[src/rtl/linear_layer_start_fifo_srl_pkg.sv]
// linear_layer_fifo_pkg: shared sizing helpers for the start-token SRL FIFO.
package linear_layer_fifo_pkg;
   function automatic int FIFO_ADDR_W(input int depth);
      return (depth <= 1) ? 1 : $clog2(depth);
   endfunction
endpackage

[src/rtl/linear_layer_start_fifo_srl_if.sv]
// linear_layer_start_fifo_srl_if: producer/consumer handshake bundle of the start FIFO.
interface linear_layer_start_fifo_srl_if #(
   parameter int DATA_WIDTH = 1,
   parameter int ADDR_WIDTH = 1
);
   logic                  if_write_ce;
   logic                  if_write;
   logic [DATA_WIDTH-1:0] if_din;
   logic                  if_full_n;
   logic                  if_read_ce;
   logic                  if_read;
   logic [DATA_WIDTH-1:0] if_dout;
   logic                  if_empty_n;
   logic [ADDR_WIDTH:0]   if_num_data_valid;
   logic [ADDR_WIDTH:0]   if_fifo_cap;
   modport master (
      output if_write_ce, if_write, if_din, if_read_ce, if_read,
      input  if_full_n, if_dout, if_empty_n, if_num_data_valid, if_fifo_cap
   );
   modport slave (
      input  if_write_ce, if_write, if_din, if_read_ce, if_read,
      output if_full_n, if_dout, if_empty_n, if_num_data_valid, if_fifo_cap
   );
endinterface

[src/rtl/linear_layer_start_fifo_srl_core.sv]
// start_fifo_srl_core: DEPTH-slot shift register; new word enters slot 0, async read by addr.
module start_fifo_srl_core #(
   parameter int DATA_WIDTH = 1,
   parameter int ADDR_WIDTH = 1,
   parameter int DEPTH      = 2
) (
   input  logic                  clk,
   input  logic                  we,
   input  logic [ADDR_WIDTH-1:0] addr,
   input  logic [DATA_WIDTH-1:0] din,
   output logic [DATA_WIDTH-1:0] dout
);
   logic [DATA_WIDTH-1:0] r_mem [DEPTH];
   always_ff @(posedge clk) begin
      if (we) begin
         r_mem[0] <= din;
         for (int i = 1; i < DEPTH; i++) r_mem[i] <= r_mem[i-1];
      end
   end
   assign dout = r_mem[addr];
endmodule

[src/rtl/linear_layer_start_fifo_srl.sv]
// linear_layer_start_fifo_srl: FWFT start FIFO controller; count/pointer/flags over an SRL core.
module linear_layer_start_fifo_srl
   import linear_layer_fifo_pkg::*;
#(
   parameter int DATA_WIDTH = 1,
   parameter int DEPTH      = 2,
   parameter int ADDR_WIDTH = FIFO_ADDR_W(DEPTH)
) (
   input  logic ap_clk,
   input  logic ap_rst_n,
   linear_layer_start_fifo_srl_if.slave s_fifo
);
   typedef logic [ADDR_WIDTH:0] cnt_t;
   cnt_t                  r_count, w_count_nxt;
   logic [ADDR_WIDTH-1:0] r_rd_ptr, w_rd_ptr_nxt;
   logic                  r_empty_n, r_full_n, w_empty_n_nxt, w_full_n_nxt;
   logic                  w_push, w_pop;
   always_comb begin
      w_push        = s_fifo.if_write_ce & s_fifo.if_write & r_full_n;
      w_pop         = s_fifo.if_read_ce & s_fifo.if_read & r_empty_n;
      w_count_nxt   = r_count;
      w_rd_ptr_nxt  = r_rd_ptr;
      w_empty_n_nxt = r_empty_n;
      w_full_n_nxt  = r_full_n;
      // push & pop together: the shift alone moves the head into rd_ptr
      if (w_push && !w_pop) begin
         w_count_nxt   = r_count + 1'b1;
         w_rd_ptr_nxt  = (r_count == '0) ? r_rd_ptr : r_rd_ptr + 1'b1;
         w_empty_n_nxt = 1'b1;
         w_full_n_nxt  = (r_count != cnt_t'(DEPTH - 1));
      end else if (w_pop && !w_push) begin
         w_count_nxt   = r_count - 1'b1;
         w_rd_ptr_nxt  = (r_count == cnt_t'(1)) ? r_rd_ptr : r_rd_ptr - 1'b1;
         w_full_n_nxt  = 1'b1;
         w_empty_n_nxt = (r_count != cnt_t'(1));
      end
   end
   always_ff @(posedge ap_clk) begin
      if (!ap_rst_n) begin
         r_count   <= '0;
         r_rd_ptr  <= '0;
         r_empty_n <= 1'b0;
         r_full_n  <= 1'b1;
      end else begin
         r_count   <= w_count_nxt;
         r_rd_ptr  <= w_rd_ptr_nxt;
         r_empty_n <= w_empty_n_nxt;
         r_full_n  <= w_full_n_nxt;
      end
   end
   start_fifo_srl_core #(
      .DATA_WIDTH(DATA_WIDTH),
      .ADDR_WIDTH(ADDR_WIDTH),
      .DEPTH     (DEPTH)
   ) u_core (
      .clk (ap_clk),
      .we  (w_push),
      .addr(r_rd_ptr),
      .din (s_fifo.if_din),
      .dout(s_fifo.if_dout)
   );
   assign s_fifo.if_full_n         = r_full_n;
   assign s_fifo.if_empty_n        = r_empty_n;
   assign s_fifo.if_num_data_valid = r_count;
   assign s_fifo.if_fifo_cap       = cnt_t'(DEPTH);
`ifndef SYNTHESIS
   a_no_overflow: assert property (@(posedge ap_clk) disable iff (!ap_rst_n)
      r_count <= cnt_t'(DEPTH) && !(w_push && r_count == cnt_t'(DEPTH)));
   a_no_underflow: assert property (@(posedge ap_clk) disable iff (!ap_rst_n)
      !(w_pop && r_count == '0));
`endif
endmodule

[src/flat_wrapper.sv]
// flat-port wrapper written by rule: the top's interface ports become plain ports
module linear_layer_start_fifo_srl_flat import linear_layer_fifo_pkg::*;
#(
   parameter int DATA_WIDTH = 1,
   parameter int DEPTH      = 2,
   parameter int ADDR_WIDTH = FIFO_ADDR_W(DEPTH)
)
  (ap_clk, ap_rst_n, s_fifo_if_write_ce, s_fifo_if_write, s_fifo_if_din, s_fifo_if_read_ce, s_fifo_if_read, s_fifo_if_full_n, s_fifo_if_dout, s_fifo_if_empty_n, s_fifo_if_num_data_valid, s_fifo_if_fifo_cap);
  linear_layer_start_fifo_srl_if #(.DATA_WIDTH(DATA_WIDTH), .ADDR_WIDTH(ADDR_WIDTH)) s_fifo_i ();
  input  logic ap_clk;
  input  logic ap_rst_n;
  input wire logic [$bits(s_fifo_i.if_write_ce)-1:0] s_fifo_if_write_ce;
  input wire logic [$bits(s_fifo_i.if_write)-1:0] s_fifo_if_write;
  input wire logic [$bits(s_fifo_i.if_din)-1:0] s_fifo_if_din;
  input wire logic [$bits(s_fifo_i.if_read_ce)-1:0] s_fifo_if_read_ce;
  input wire logic [$bits(s_fifo_i.if_read)-1:0] s_fifo_if_read;
  output wire logic [$bits(s_fifo_i.if_full_n)-1:0] s_fifo_if_full_n;
  output wire logic [$bits(s_fifo_i.if_dout)-1:0] s_fifo_if_dout;
  output wire logic [$bits(s_fifo_i.if_empty_n)-1:0] s_fifo_if_empty_n;
  output wire logic [$bits(s_fifo_i.if_num_data_valid)-1:0] s_fifo_if_num_data_valid;
  output wire logic [$bits(s_fifo_i.if_fifo_cap)-1:0] s_fifo_if_fifo_cap;
  assign s_fifo_i.if_write_ce = s_fifo_if_write_ce;
  assign s_fifo_i.if_write = s_fifo_if_write;
  assign s_fifo_i.if_din = s_fifo_if_din;
  assign s_fifo_i.if_read_ce = s_fifo_if_read_ce;
  assign s_fifo_i.if_read = s_fifo_if_read;
  assign s_fifo_if_full_n = s_fifo_i.if_full_n;
  assign s_fifo_if_dout = s_fifo_i.if_dout;
  assign s_fifo_if_empty_n = s_fifo_i.if_empty_n;
  assign s_fifo_if_num_data_valid = s_fifo_i.if_num_data_valid;
  assign s_fifo_if_fifo_cap = s_fifo_i.if_fifo_cap;
  linear_layer_start_fifo_srl #(.DATA_WIDTH(DATA_WIDTH), .DEPTH(DEPTH), .ADDR_WIDTH(ADDR_WIDTH)) u_core (.ap_clk(ap_clk), .ap_rst_n(ap_rst_n), .s_fifo(s_fifo_i));
endmodule
[config.mk]
export PLATFORM = sky130hd
export DESIGN_NAME = linear_layer_start_fifo_srl_flat
export DESIGN_NICKNAME = d
export VERILOG_FILES = /design/src/rtl/linear_layer_start_fifo_srl_pkg.sv /design/src/rtl/linear_layer_start_fifo_srl_if.sv /design/src/rtl/linear_layer_start_fifo_srl_core.sv /design/src/rtl/linear_layer_start_fifo_srl.sv /design/src/flat_wrapper.sv
export SDC_FILE = /design/constraint.sdc
export NUM_CORES = 1
export LEC_CHECK = 0
export ABC_AREA = 0
export BUFFER_PORTS_ARGS = -buffer_cell sky130_fd_sc_hd__buf_2
export CAP_MARGIN = 20
export CELL_PAD_IN_SITES_DETAIL_PLACEMENT = 1
export CELL_PAD_IN_SITES_GLOBAL_PLACEMENT = 2
export CORE_MARGIN = 1
export CORE_UTILIZATION = 26
export CTS_CLUSTER_SIZE = 20
export DETAILED_ROUTE_END_ITERATION = 10
export GPL_TIMING_DRIVEN = 1
export PLACE_DENSITY_LB_ADDON = 0.1
export SKIP_CTS_REPAIR_TIMING = 1
export SLEW_MARGIN = 0
export SYNTH_ARGS = -nofsm -noshare
export SYNTH_HDL_FRONTEND = slang
export SYNTH_SLANG_ARGS = --single-unit
[constraint.sdc]
create_clock -name ap_clk -period 1.6 [get_ports ap_clk]
set_input_delay 0.24 -clock ap_clk [delete_from_list [all_inputs] [get_ports ap_clk]]
set_output_delay 0.24 -clock ap_clk [all_outputs]
set_load 0.05 [all_outputs]
# == Yosys cells after proc, flatten, opt, wreduce, memory -nomap -nowiden ==
# Memory sizes are Yosys's and may differ from the RTL's. A register that Yosys moved wholly into a read port is not among the register bits.
# Cells that the tools add are included.
# op_classes
eq_ne,4
reduce_logical,7
addsub,4
bitwise_logic,4
mux,14
# ops
cell,count
two-way mux 1 bit,12
bitwise AND 1 bit,4
two-way mux 2 bit,2
"!= test 2 x 1 -> 1 bit, second input constant",2
AND reduction 3 bit,1
"adder 2 x 1 -> 2 bit, second input constant",1
"== test 2 x 1 -> 1 bit, second input constant",1
logical AND 1 bit,2
logical NOT 1 bit,2
logical NOT 2 bit,1
"!= test 2 bit, second input constant",1
nonzero test 2 bit,1
"subtractor 2 x 1 -> 2 bit, second input constant",1
"adder 1 bit, second input constant",1
"subtractor 1 bit, second input constant",1
# word_totals
mem_bits_rw,2
out_inout_bits,7
n_memories,1
regBits,5
input_bits,7
# mem_list
name,words,width,rd,rd_ports_with_merged_regs,write_ports,line_no,text
u_core.u_core.r_mem,2,1,2,1,2,linear_layer_start_fifo_srl_core.sv:13,logic [DATA_WIDTH-1:0] r_mem [DEPTH];

# == Logic depth before layout (Yosys ltp) ==
# Gate-level depths: netlist of the first run.
# logic_depth
depth_word,8
ltp_mapped,6
mapped_depth_nobuf,5

# == Cells and area by module ==
# Synthesis of the first run repeated with hierarchy kept, for this count alone.
# unflattened
cells_unflattened,39
hier_area_um2,380.4
# by_module_without_submodules
mod,cells_each,instances,area_per_inst_um2,seq_area_each_um2
linear_layer_start_fifo_srl,36,1,305.3,100.1
start_fifo_srl_core,3,1,75.1,60.1

# == Worst setup path before layout of the first run ==
# No wires, ideal clock.
# synth_timing
path_type,register -> register
start,"register u_core.r_full_n, in the netlist u_core.s_fifo.if_full_n"
end,register (tool-made name)
path_buffers,1
setup_slack_ns,-0.175
t_arrival_ns,1.703
path_stages_with_launch,6
required_ns,1.528
period_less_slack_ns,1.775
setup_time_ns,0.072
cell_sequence,dfxtp_1 -> and3_1 -> ha_1 -> buf_2 -> a211oi_2 -> mux2i_1
# synth_lines
element,line_no,text
from (decl),linear_layer_start_fifo_srl.sv:16,"logic r_empty_n, r_full_n, w_empty_n_nxt, w_full_n_nxt;"
from (signal assigned),linear_layer_start_fifo_srl.sv:48,r_full_n <= w_full_n_nxt;

# == Final worst setup path of the first run ==
# layout_timing
start,"register u_core.r_full_n, in the netlist u_core.s_fifo.if_full_n"
end,register u_core.r_rd_ptr
# layout_via
elab_chain_cells,5
elab_cells_between_ends,9
# layout_lines
element,line_no,text
bitwise AND 1 bit *,linear_layer_start_fifo_srl.sv:19,w_push = s_fifo.if_write_ce & s_fifo.if_write & r_full_n;
via u_core.u_core.we,linear_layer_start_fifo_srl_core.sv:8,"input logic we,"
logical NOT 1 bit,linear_layer_start_fifo_srl.sv:31,end else if (w_pop && !w_push) begin
logical AND 1 bit,linear_layer_start_fifo_srl.sv:31,
nonzero test 2 bit (no line),-,
AND reduction 3 bit (no line),-,
to (signal assigned),linear_layer_start_fifo_srl.sv:46,r_rd_ptr <= w_rd_ptr_nxt;
to (decl),linear_layer_start_fifo_srl.sv:15,"logic [ADDR_WIDTH-1:0] r_rd_ptr, w_rd_ptr_nxt;"
# The timed path passes the listed nets; every way through them passes the cells marked *.
# A chain may end at the register's enable or synchronous reset.

==> results by group, run 1 <==
Run status
  – Status: completed

Synthesis
  – Number of library cell types mapped by synthesis: 19
  – Seq/Total Area, Yosys: 45.3%
  – Yosys top cell by area: dfxtp_1
  – Area share of the largest cell type after synthesis: 30.2%
  – Top post-synthesis cells by area: dfxtp_1 (30%), edfxtp_1 (15%), ha_1 (9.4%), mux2i_1 (7.5%), and2_1 (4.7%)
  – Avg Inst Size Synth: 10.2 sq um
  – Gate Count Post-Synth: 39
  – Count of state elements after synthesis: 8
  – Yosys warning count: 0
  – Cell area after synthesis: 398 sq um
  – Syn Nets: just under 50

Detailed routing
  – Total wire length: 800 um
  – Vias: 306
  – Drt first pass iters: 4
  – Routed wire length per instance: ~12 um
  – Initial DRC count: 3
  – Final ANT Viol Nets: 0
  – DRC viols: 0
  – Via-per-instance ratio: 4.57

Critical path
  – Worst Setup End Kind: flop
  – Cells on worst reg2reg path: 4
  – R2r startpoint: u_core.s_fifo.if_full_n
  – Required time of the critical path: 1.79 ns
  – R2R Setup Slk: 0.12 ns
  – Crit path DAT: about 1.7 ns
  – CP startpoint: u_core.s_fifo.if_full_n
  – CP Launch Type: flop
  – Crit Path Category: flop to flop
  – Worst Path Max Fanout: 4
  – RR Endpoint: u_core.r_rd_ptr

Global routing
  – Congestion Overflow GR: 0
  – Number of global-route vias before repair: 293
  – Largest net degree at the start of global routing: 7
  – First-pass GRT wire length: between 1 and 1.5 mm
  – Initial antenna violation count: 0
  – GRT Overall Usage: 12.4%

Power
  – PwrDens: 1120 nW/um^2
  – Comb pwr share: a little over a quarter
  – Clock power share: 30.5%
  – Peak supply drop: 337 uV
  – Sw frac: 32.6%
  – Sw Pwr: 0.000182 W
  – Sequential Power Share: 42.3%
  – Tot Pwr: approximately 0.00056 W
  – Lkg Pwr: 0.220 nW
  – Int Pwr: 0.000377 W

Hold path
  – Worst hold start: s_fifo_if_din
  – Worst-case hold path end point: u_core.u_core.r_mem[0]
  – Hold Path Stages: 1
  – Hold Crit Class: primary input to flop

CTS
  – CTS tree: done
  – Clock slew seen by the registers of the worst setup and hold paths: approximately 0.060 ns
  – Max Root-Sink Buffers: 2
  – Skew-Pair Late Insertion Delay: 0.26 ns
  – CTS Buf Count: 3
  – Root buffer cell: clkbuf_4
  – Sink Count: 8
  – H-Tree Depth: 1

Run
  – Max-cap check violation count: 0

Placed design
  – Port bufs: 11
  – Setup Slack @ Placement: between 0.08 and 0.09 ns
  – GPL Wtd Cong: around 0.75

STA
  – Min Tclk post-route: approximately 1.5 ns
  – F_max: 676 MHz
  – Final hold violation count: 0
  – WHS: 0.165 ns
  – Setup violations, final: 0
  – Clock Skew: 0.000262 ns
  – Slew Viols, Final: 0
  – Period Utilization, post-route: about 92%
  – Final worst setup slack: 0.121 ns

Floorplanning
  – Rows: 13
  – CORE AREA: 1370 sq um
  – Die X: 41.1 um
  – Io pins: 14
  – Die Height: 41.1 um
  – Initial Utilization: 29.1%
  – Die footprint: 1690 sq um

Final layout
  – Most common cell after layout, fill and taps aside: buf_2
  – Share of cells above drive strength 1: 42.3%
  – Ant. Diodes: 0
  – Most frequent cells in the layout: buf_2 (11), nand2_1 (5)
  – Fillers: about 170
  – Layout area overhead: 25.5%
  – Nets: 63
[worst max-delay path, stage by stage, from the launching register on]
cell and delay (ns):
dfxtp_2 0.33, and3_1 0.22, ha_2 0.34, a211oi_4 0.29, mux2i_1 0.22
[cell families (layout without fill, tap and decap cells)]
| family | after synthesis | after routing | synth area share (%) |
|---|---|---|---|
| AOI/OAI and AO/OA | 3 | 3 | 5.66 |
| adders and majority gates | 3 | 3 | 9.43 |
| muxes | 4 | 4 | 10.4 |
| other | 2 | 2 | 1.89 |
| DFF | 8 | 8 | 45.3 |
| xor gates and xnor gates | 2 | 2 | 4.40 |
| buffers and inverters | 5 | 18 | 6.92 |
| and+or+nand+nor | 12 | 12 | 16.0 |
[power by group through the flow]
stage / Combinational [W] / Clock [W] / Sequential [W]
3_5_place_dp: 0.000143 / 0 / 0.000241
6_report: 0.000152 / 0.000171 / 0.000237
3_3_place_gp: 0.000139 / 0 / 0.000240
5_1_grt: 0.000166 / 0.000190 / 0.000239
4_1_cts: 0.000145 / 0.000179 / 0.000237
2_1_floorplan: 0.0000834 / 0 / 0.000270
[how the worst max path moves through the flow]
stage                     depth (start not counted)  slack, ns              end
after global routing                              4     -0.002  u_core.r_rd_ptr
after detailed placement                          5       0.08  u_core.r_rd_ptr
final                                             4       0.12  u_core.r_rd_ptr
after CTS                                         5       0.07  u_core.r_rd_ptr
after global placement                            5       0.12             flop
after floorplan                                   5      0.006             flop
[synth_stat cells]
| cell type | instances |
|---|---|
| nand2b_1 | 1 |
| xor2_1 | 1 |
| buf_2 | 1 |
| dfxtp_1 | 6 |
| mux2i_1 | 3 |
| edfxtp_1 | 2 |
| conb_1 | 2 |
| and3_1 | 1 |
| a211oi_2 | 1 |
| nand2_1 | 5 |
| nand3_1 | 1 |
| inv_1 | 2 |
| mux2_2 | 1 |
| ha_1 | 3 |
| nor2b_2 | 1 |
| and2_1 | 3 |
| o21ai_0 | 2 |
| xnor2_1 | 1 |
| buf_4 | 2 |
[final cells by class]
| class | instances | area [sq um] | area share (%) |
|---|---|---|---|
| tap | 15 | 18.8 | 3.76 |
| clock buffer | 4 | 26.3 | 5.26 |
| inverter | 2 | 7.51 | 1.50 |
| multi-input combinational | 26 | 200 | 40.1 |
| sequential | 8 | 184 | 36.8 |
| timing repair buffer | 12 | 62.6 | 12.5 |
[stage by stage]
step                      instances  setup TNS (ns)  util (%)  cell area [sq um]
after floorplan                  39               0         -                402
after global placement           63               0      33.9                463
after detailed placement         63               0      33.9                463
after CTS                        67               0      35.8                489
after global routing             67        -0.00179      36.5                499
final                            67               0      36.5                499
[metal layers]
layer / routed length (um) / vias up / GRT usage (%)
met4: 7 / 0 / 7.26
li1: - / 147 / -
met3: 70 / 2 / 8.15
met5: 0 / - / 0
met1: 293 / 143 / 11.7
met2: 429 / 14 / 19.9
Power figures use the tool's default switching activity.
==> run 2, diff against run 1 <==
--- a/config.mk
+++ b/config.mk
@@ -11,7 +11,8 @@
 export CELL_PAD_IN_SITES_DETAIL_PLACEMENT = 1
 export CELL_PAD_IN_SITES_GLOBAL_PLACEMENT = 2
 export CORE_MARGIN = 1
-export CORE_UTILIZATION = 26
+export CORE_UTILIZATION = 29
+export CTS_BUF_LIST = sky130_fd_sc_hd__clkbuf_2
 export CTS_CLUSTER_SIZE = 20
 export DETAILED_ROUTE_END_ITERATION = 10
 export GPL_TIMING_DRIVEN = 1
==> run 2 against run 1 <==
Net effect:
- power shrank 9.4%
- clock power down 27%
- count of clock-buffer cells in the layout decreased by 1
- hold slack gained 0.011 ns
- core utilization is 4.5 points higher
- register-to-register slack gained 0.04 ns
- clock skew up 0.0064 ns
- via count down 2.9%
- largest cell class unchanged
- highest routed layer unchanged
==> results by group, run 2 (synthesis results as in run 1) <==
Power
  – Sequential Power Share: between 40% and 50%
  – Comb pwr share: 28.9%
  – PwrDens: 1040 nW/um^2
  – Sw Pwr: approximately 0.00018 W
  – Int Pwr: 0.000331 W
  – Clock power share: about a quarter
  – Lkg Pwr: roughly 0.22 nW
  – Peak supply drop: 443 uV
  – Sw frac: about a third

CTS
  – H-Tree Depth: 1
  – Max Root-Sink Buffers: 2
  – Root buffer cell: clkbuf_2
  – Skew-Pair Late Insertion Delay: 0.24 ns
  – Sink Count: 8
  – CTS tree: done
  – Clock slew seen by the registers of the worst setup and hold paths: 0.08 ns
  – CTS Buf Count: 3

Critical path
  – R2r startpoint: u_core.s_fifo.if_full_n
  – CP startpoint: u_core.s_fifo.if_full_n
  – Worst Setup End Kind: flop
  – Crit Path Category: flop to flop
  – Crit path DAT: 1.61 ns
  – CP Launch Type: flop
  – Required time of the critical path: about 1.8 ns
  – Worst Path Max Fanout: 4

STA
  – Period Utilization, post-route: 89.9%
  – RSZ-0062 raised after global routing: no
  – Min Tclk post-route: 1.44 ns
  – Final worst setup slack: 0.161 ns
  – Final hold violation count: 0
  – Clock Skew: 0.00665 ns
  – Slew Viols, Final: 0
  – Setup violations, final: 0
  – Setup TNS: 0 ns
  – F_max: 695 MHz

Detailed routing
  – Via-per-instance ratio: 4.50
  – Initial DRC count: 2
  – Vias: around 300
  – DRC viols: 0
  – Final ANT Viol Nets: 0
  – Routed wire length per instance: 11.0 um
  – Drt first pass iters: 2
  – Total wire length: 728 um

Final layout
  – Final Cell Area: ~490 sq um
  – Share of cells above drive strength 1: 44.2%
  – Fillers: 151
  – Nets: 64
  – Layout area overhead: 22.3%
  – Post-Layout Cell Count: 66
  – Most common cell after layout, fill and taps aside: buf_2
  – Most frequent cells in the layout: buf_2 (11), nand2_1 (5)
  – Ant. Diodes: 0

Placed design
  – Setup Slack @ Placement: 0.0880 ns
  – Port bufs: 11
  – GPL Wtd Cong: 0.744
  – Cell count after placement: 63
  – DP Area: 469 sq um

Global routing
  – Congestion Overflow GR: 0
  – Largest net degree at the start of global routing: 7
  – Initial antenna violation count: 0
  – Number of global-route vias before repair: 281
  – GRT Overall Usage: 12.8%
  – First-pass GRT wire length: 1.21 mm

Run status
  – Status: completed

Floorplanning
  – Rows: 12
  – Io pins: 14
  – Die footprint: 1520 sq um
  – CORE AREA: 1190 sq um
  – Initial Utilization: 33.5%
  – Die X: slightly below 40 um
  – Die Height: 39.0 um

Run
  – Max-cap check violation count: 0

Hold path
  – Hold Crit Class: primary input to flop
  – Worst hold start: s_fifo_if_din
==> run 2: cell types whose count changed in the layout (fill, tap and decap cells not counted) <==
cell      before  now
clkbuf_2       0    3
clkbuf_4       3    0
a211oi_2       0    1
a211oi_4       1    0
buf_4          1    2
clkbuf_1       1    0
==> run 2: layer usage <==
| layer | vias to the layer above | part of all wire [%] | GRT usage [%] |
|---|---|---|---|
| li1 | 148 | - | - |
| met1 | 132 | 46 | 15.1 |
| met2 | 13 | 44 | 17.9 |
| met3 | 4 | 7.4 | 3.47 |
| met4 | 0 | 2.1 | 12.9 |
| met5 | - | 0 | 0 |
==> run 2: power by group through the flow <==
stage | Combinational [W] | Clock, W | Sequential [W]
after floorplan | 0.0000834 | 0 | 0.000270
after global placement | 0.000142 | 0 | 0.000240
after detailed placement | 0.000145 | 0 | 0.000241
after CTS | 0.000147 | 0.000130 | 0.000236
after global routing | 0.000158 | 0.000137 | 0.000239
final | 0.000146 | 0.000124 | 0.000236
==> run 2: through the flow <==
| step | utilization, % | power, W | hold WS [ns] |
|---|---|---|---|
| 2_1_floorplan | - | 0.000353 | 0.302 |
| 3_3_place_gp | 39.6 | 0.000382 | 0.417 |
| 3_5_place_dp | 39.6 | 0.000387 | 0.420 |
| 4_1_cts | 40.8 | 0.000513 | 0.164 |
| 5_1_grt | 41.0 | 0.000534 | 0.162 |
| 6_report | 41.0 | 0.000506 | 0.176 |
==> run 2: area by class of cell <==
| type | instances | area [sq um] | share of cell area [%] |
|---|---|---|---|
| inverters | 2 | 7.51 | 1.54 |
| multi-input cells | 26 | 193 | 39.6 |
| clock buffers | 3 | 15.0 | 3.08 |
| repair buffers | 13 | 70.1 | 14.4 |
| flip-flops and latches | 8 | 184 | 37.8 |
| well taps | 14 | 17.5 | 3.60 |
==> run 2: worst max-delay path, cell delays in order, from the launching register on <==
cell      delay, ns
dfxtp_2        0.34
and3_1         0.22
ha_2           0.25
nor2b_2        0.07
a211oi_2       0.27
mux2i_1        0.22
==> run 2: worst paths after layout <==
path / end / slack (ns) / depth (start not counted)
worst min register to register: u_core.u_core.r_mem[1] / 0.45 / 0
worst min-delay path: u_core.u_core.r_mem[0] / 0.18 / 1
worst max register to register: u_core.r_rd_ptr / 0.16 / 5
worst max-delay path: u_core.r_rd_ptr / 0.16 / 5
==> run 3, diff against run 2 <==
--- a/config.mk
+++ b/config.mk
@@ -5,13 +5,13 @@
 export SDC_FILE = /design/constraint.sdc
 export NUM_CORES = 1
 export LEC_CHECK = 0
-export ABC_AREA = 0
+export ABC_AREA = 1
 export BUFFER_PORTS_ARGS = -buffer_cell sky130_fd_sc_hd__buf_2
 export CAP_MARGIN = 20
 export CELL_PAD_IN_SITES_DETAIL_PLACEMENT = 1
 export CELL_PAD_IN_SITES_GLOBAL_PLACEMENT = 2
 export CORE_MARGIN = 1
-export CORE_UTILIZATION = 29
+export CORE_UTILIZATION = 27
 export CTS_BUF_LIST = sky130_fd_sc_hd__clkbuf_2
 export CTS_CLUSTER_SIZE = 20
 export DETAILED_ROUTE_END_ITERATION = 10
==> run 3 against run 2 <==
Net effect:
- fmax up 7.5%
- core utilization down 5.3 points
- count of clock-buffer cells in the layout unchanged
- design area down 2.1%
- clock power down 6%
- hold slack better by 0.011 ns
- sequential power about the same
- sequential share of layout area up 0.27 points
- worst setup slack better by 0.10 ns
- global-route usage down 0.40 points
- area after synthesis down 0.94%
- critical path type is now flop to primary output
- critical endpoint is now s_fifo_if_dout
- largest cell class is now sequential cells
==> results by group, run 3 <==
Critical path
  – Required time of the critical path: 1.36 ns
  – Crit Path Category: flop to primary output
  – R2R Setup Slk: 0.29 ns
  – Crit path DAT: around 1.1 ns
  – Worst Path Max Fanout: 2
  – CP Launch Type: flop
  – Worst Setup End Kind: primary output

Synthesis
  – Avg Inst Size Synth: roughly 8.4 sq um
  – Main synth FF type: dfxtp_1
  – EDFF count, synth: 2
  – Count of state elements after synthesis: 8
  – Yosys warning count: 0
  – Cell area after synthesis: 394 sq um
  – Number of library cell types mapped by synthesis: 17
  – Gate Count Post-Synth: 47
  – Top post-synthesis cells by area: dfxtp_1 (30%), edfxtp_1 (15%), ha_1 (9.5%), inv_1 (6.7%), nand2_1 (6.7%)
  – Yosys top cell by area: dfxtp_1
  – Syn Nets: 57
  – Synth cell count leaders: inv_1 (7), nand2_1 (7), dfxtp_1 (6), a21oi_1 (4)
  – Area share of the largest cell type after synthesis: 30.5%
  – Seq/Total Area, Yosys: 45.7%
  – Async SR Flop Fraction: 0%

Final layout
  – Fillers: 173
  – Most common cell after layout, fill and taps aside: buf_2
  – Most frequent cells in the layout: buf_2 (11), nand2_1 (7), inv_1 (7)
  – Share of cells above drive strength 1: a little over a third
  – Post-Layout Cell Count: 75
  – Layout area overhead: 21.0%
  – Ant. Diodes: 0
  – Nets: just over 70

Detailed routing
  – Final ANT Viol Nets: 0
  – Vias: 338
  – Via-per-instance ratio: 4.51
  – Initial DRC count: 2
  – DRC viols: 0
  – Drt first pass iters: 4
  – Routed wire length per instance: 10.3 um
  – Total wire length: 775 um

STA
  – F_max: between 700 and 800 MHz
  – Setup TNS: 0 ns
  – Final hold violation count: 0
  – Setup violations, final: 0
  – Clock Skew: between 0.003 and 0.004 ns
  – Slew Viols, Final: 0
  – Min Tclk post-route: 1.34 ns
  – Period Utilization, post-route: approximately 84%
  – RSZ-0062 raised after global routing: no

CTS
  – Skew-Pair Late Insertion Delay: approximately 0.23 ns
  – CTS tree: done
  – Root buffer cell: clkbuf_2
  – Clock slew seen by the registers of the worst setup and hold paths: ~0.07 ns
  – Max Root-Sink Buffers: 2
  – Sink Count: 8
  – H-Tree Depth: 1
  – CTS Buf Count: 3

Global routing
  – First-pass GRT wire length: 1.23 mm
  – Initial antenna violation count: 0
  – Number of global-route vias before repair: between 300 and 400
  – Congestion Overflow GR: 0
  – GRT Overall Usage: 12.4%
  – Largest net degree at the start of global routing: 7

Hold path
  – Hold Crit Class: primary input to flop

Run
  – Max-cap check violation count: 0

Power
  – Peak supply drop: 473 uV
  – Lkg Pwr: 0.240 nW
  – Tot Pwr: 0.000503 W
  – PwrDens: 1060 nW/um^2

Placed design
  – Cell count after placement: 72
  – Port bufs: 11
  – GPL Wtd Cong: 0.771
  – Hpwl dp: 652 um

Floorplanning
  – Die footprint: roughly 1600 sq um
  – Rows: 13
  – Io pins: 14
  – CORE AREA: 1330 sq um
  – Die Height: 40.2 um
  – Die X: just over 40 um
  – Initial Utilization: 29.5%

Run status
  – Status: completed
-- run 3: cell types whose count changed after synthesis, sizes merged, moves of 3 or more --
cell   delta
inv       +7
and2      -3
nor2      +3
a21oi     +4
nand2     +3
mux2i     -3
-- run 3: worst max-delay path, stage by stage, from the launching register on --
cell and delay [ns]:
edfxtp_1 0.40, mux2_2 0.27, buf_2 0.21
-- run 3: cell type report --
type	instances	area (sq um)	area share (%)
Sequential cell	8	181	38.1
Multi-Input combinational cell	28	165	34.6
Timing Repair Buffer	12	62.6	13.1
Inverter	9	33.8	7.09
Tap cell	15	18.8	3.94
Clock buffer	3	15.0	3.15
-- run 3: worst paths after layout --
check / depth (start not counted) / to / from
worst max register to register: 7 / flop / u_core.s_fifo.if_full_n
worst max-delay path: 2 / s_fifo_if_dout / u_core.u_core.r_mem[0]
worst min-delay path: 1 / u_core.u_core.r_mem[0] / s_fifo_if_din
worst min register to register: 0 / u_core.u_core.r_mem[1] / u_core.u_core.r_mem[0]
-- run 3: cell families after synthesis --
group                    after synthesis  share of synthesized area (%)
XOR/XNOR                               1                           2.22
AO/OA/AOI/OAI                          7                           8.89
other                                  2                           1.91
adder cells (fa/ha/maj)                3                           9.52
flip-flops                             8                           45.7
multiplexers                           1                           2.86
AND/OR/NAND/NOR                       14                           16.5
buffers and inverters                 11                           12.4
-- run 3: layer usage --
metal	track usage, %	share of wire, %
met2	21.4	51
met3	3.33	7.6
met1	11.4	40
met4	12.5	1.2
met5	0	0
-- run 3: where the power goes --
| part | internal [W] | total (W) | switching (W) |
|---|---|---|---|
| clock network | 0.0000512 | 0.000117 | 0.0000662 |
| registers | 0.000226 | 0.000236 | 0.00000981 |
| logic | 0.0000450 | 0.000150 | 0.000105 |
| total | 0.000323 | 0.000503 | 0.000180 |
-- run 3: stage by stage --
step	util [%]	setup WS, ns	area (sq um)	hold WS, ns
2_1_floorplan	-	0.0778	395	0.339
3_3_place_gp	34.6	0.307	462	0.417
3_5_place_dp	34.6	0.268	462	0.425
4_1_cts	35.7	0.236	477	0.173
5_1_grt	35.7	0.117	477	0.178
6_report	35.7	0.262	477	0.187
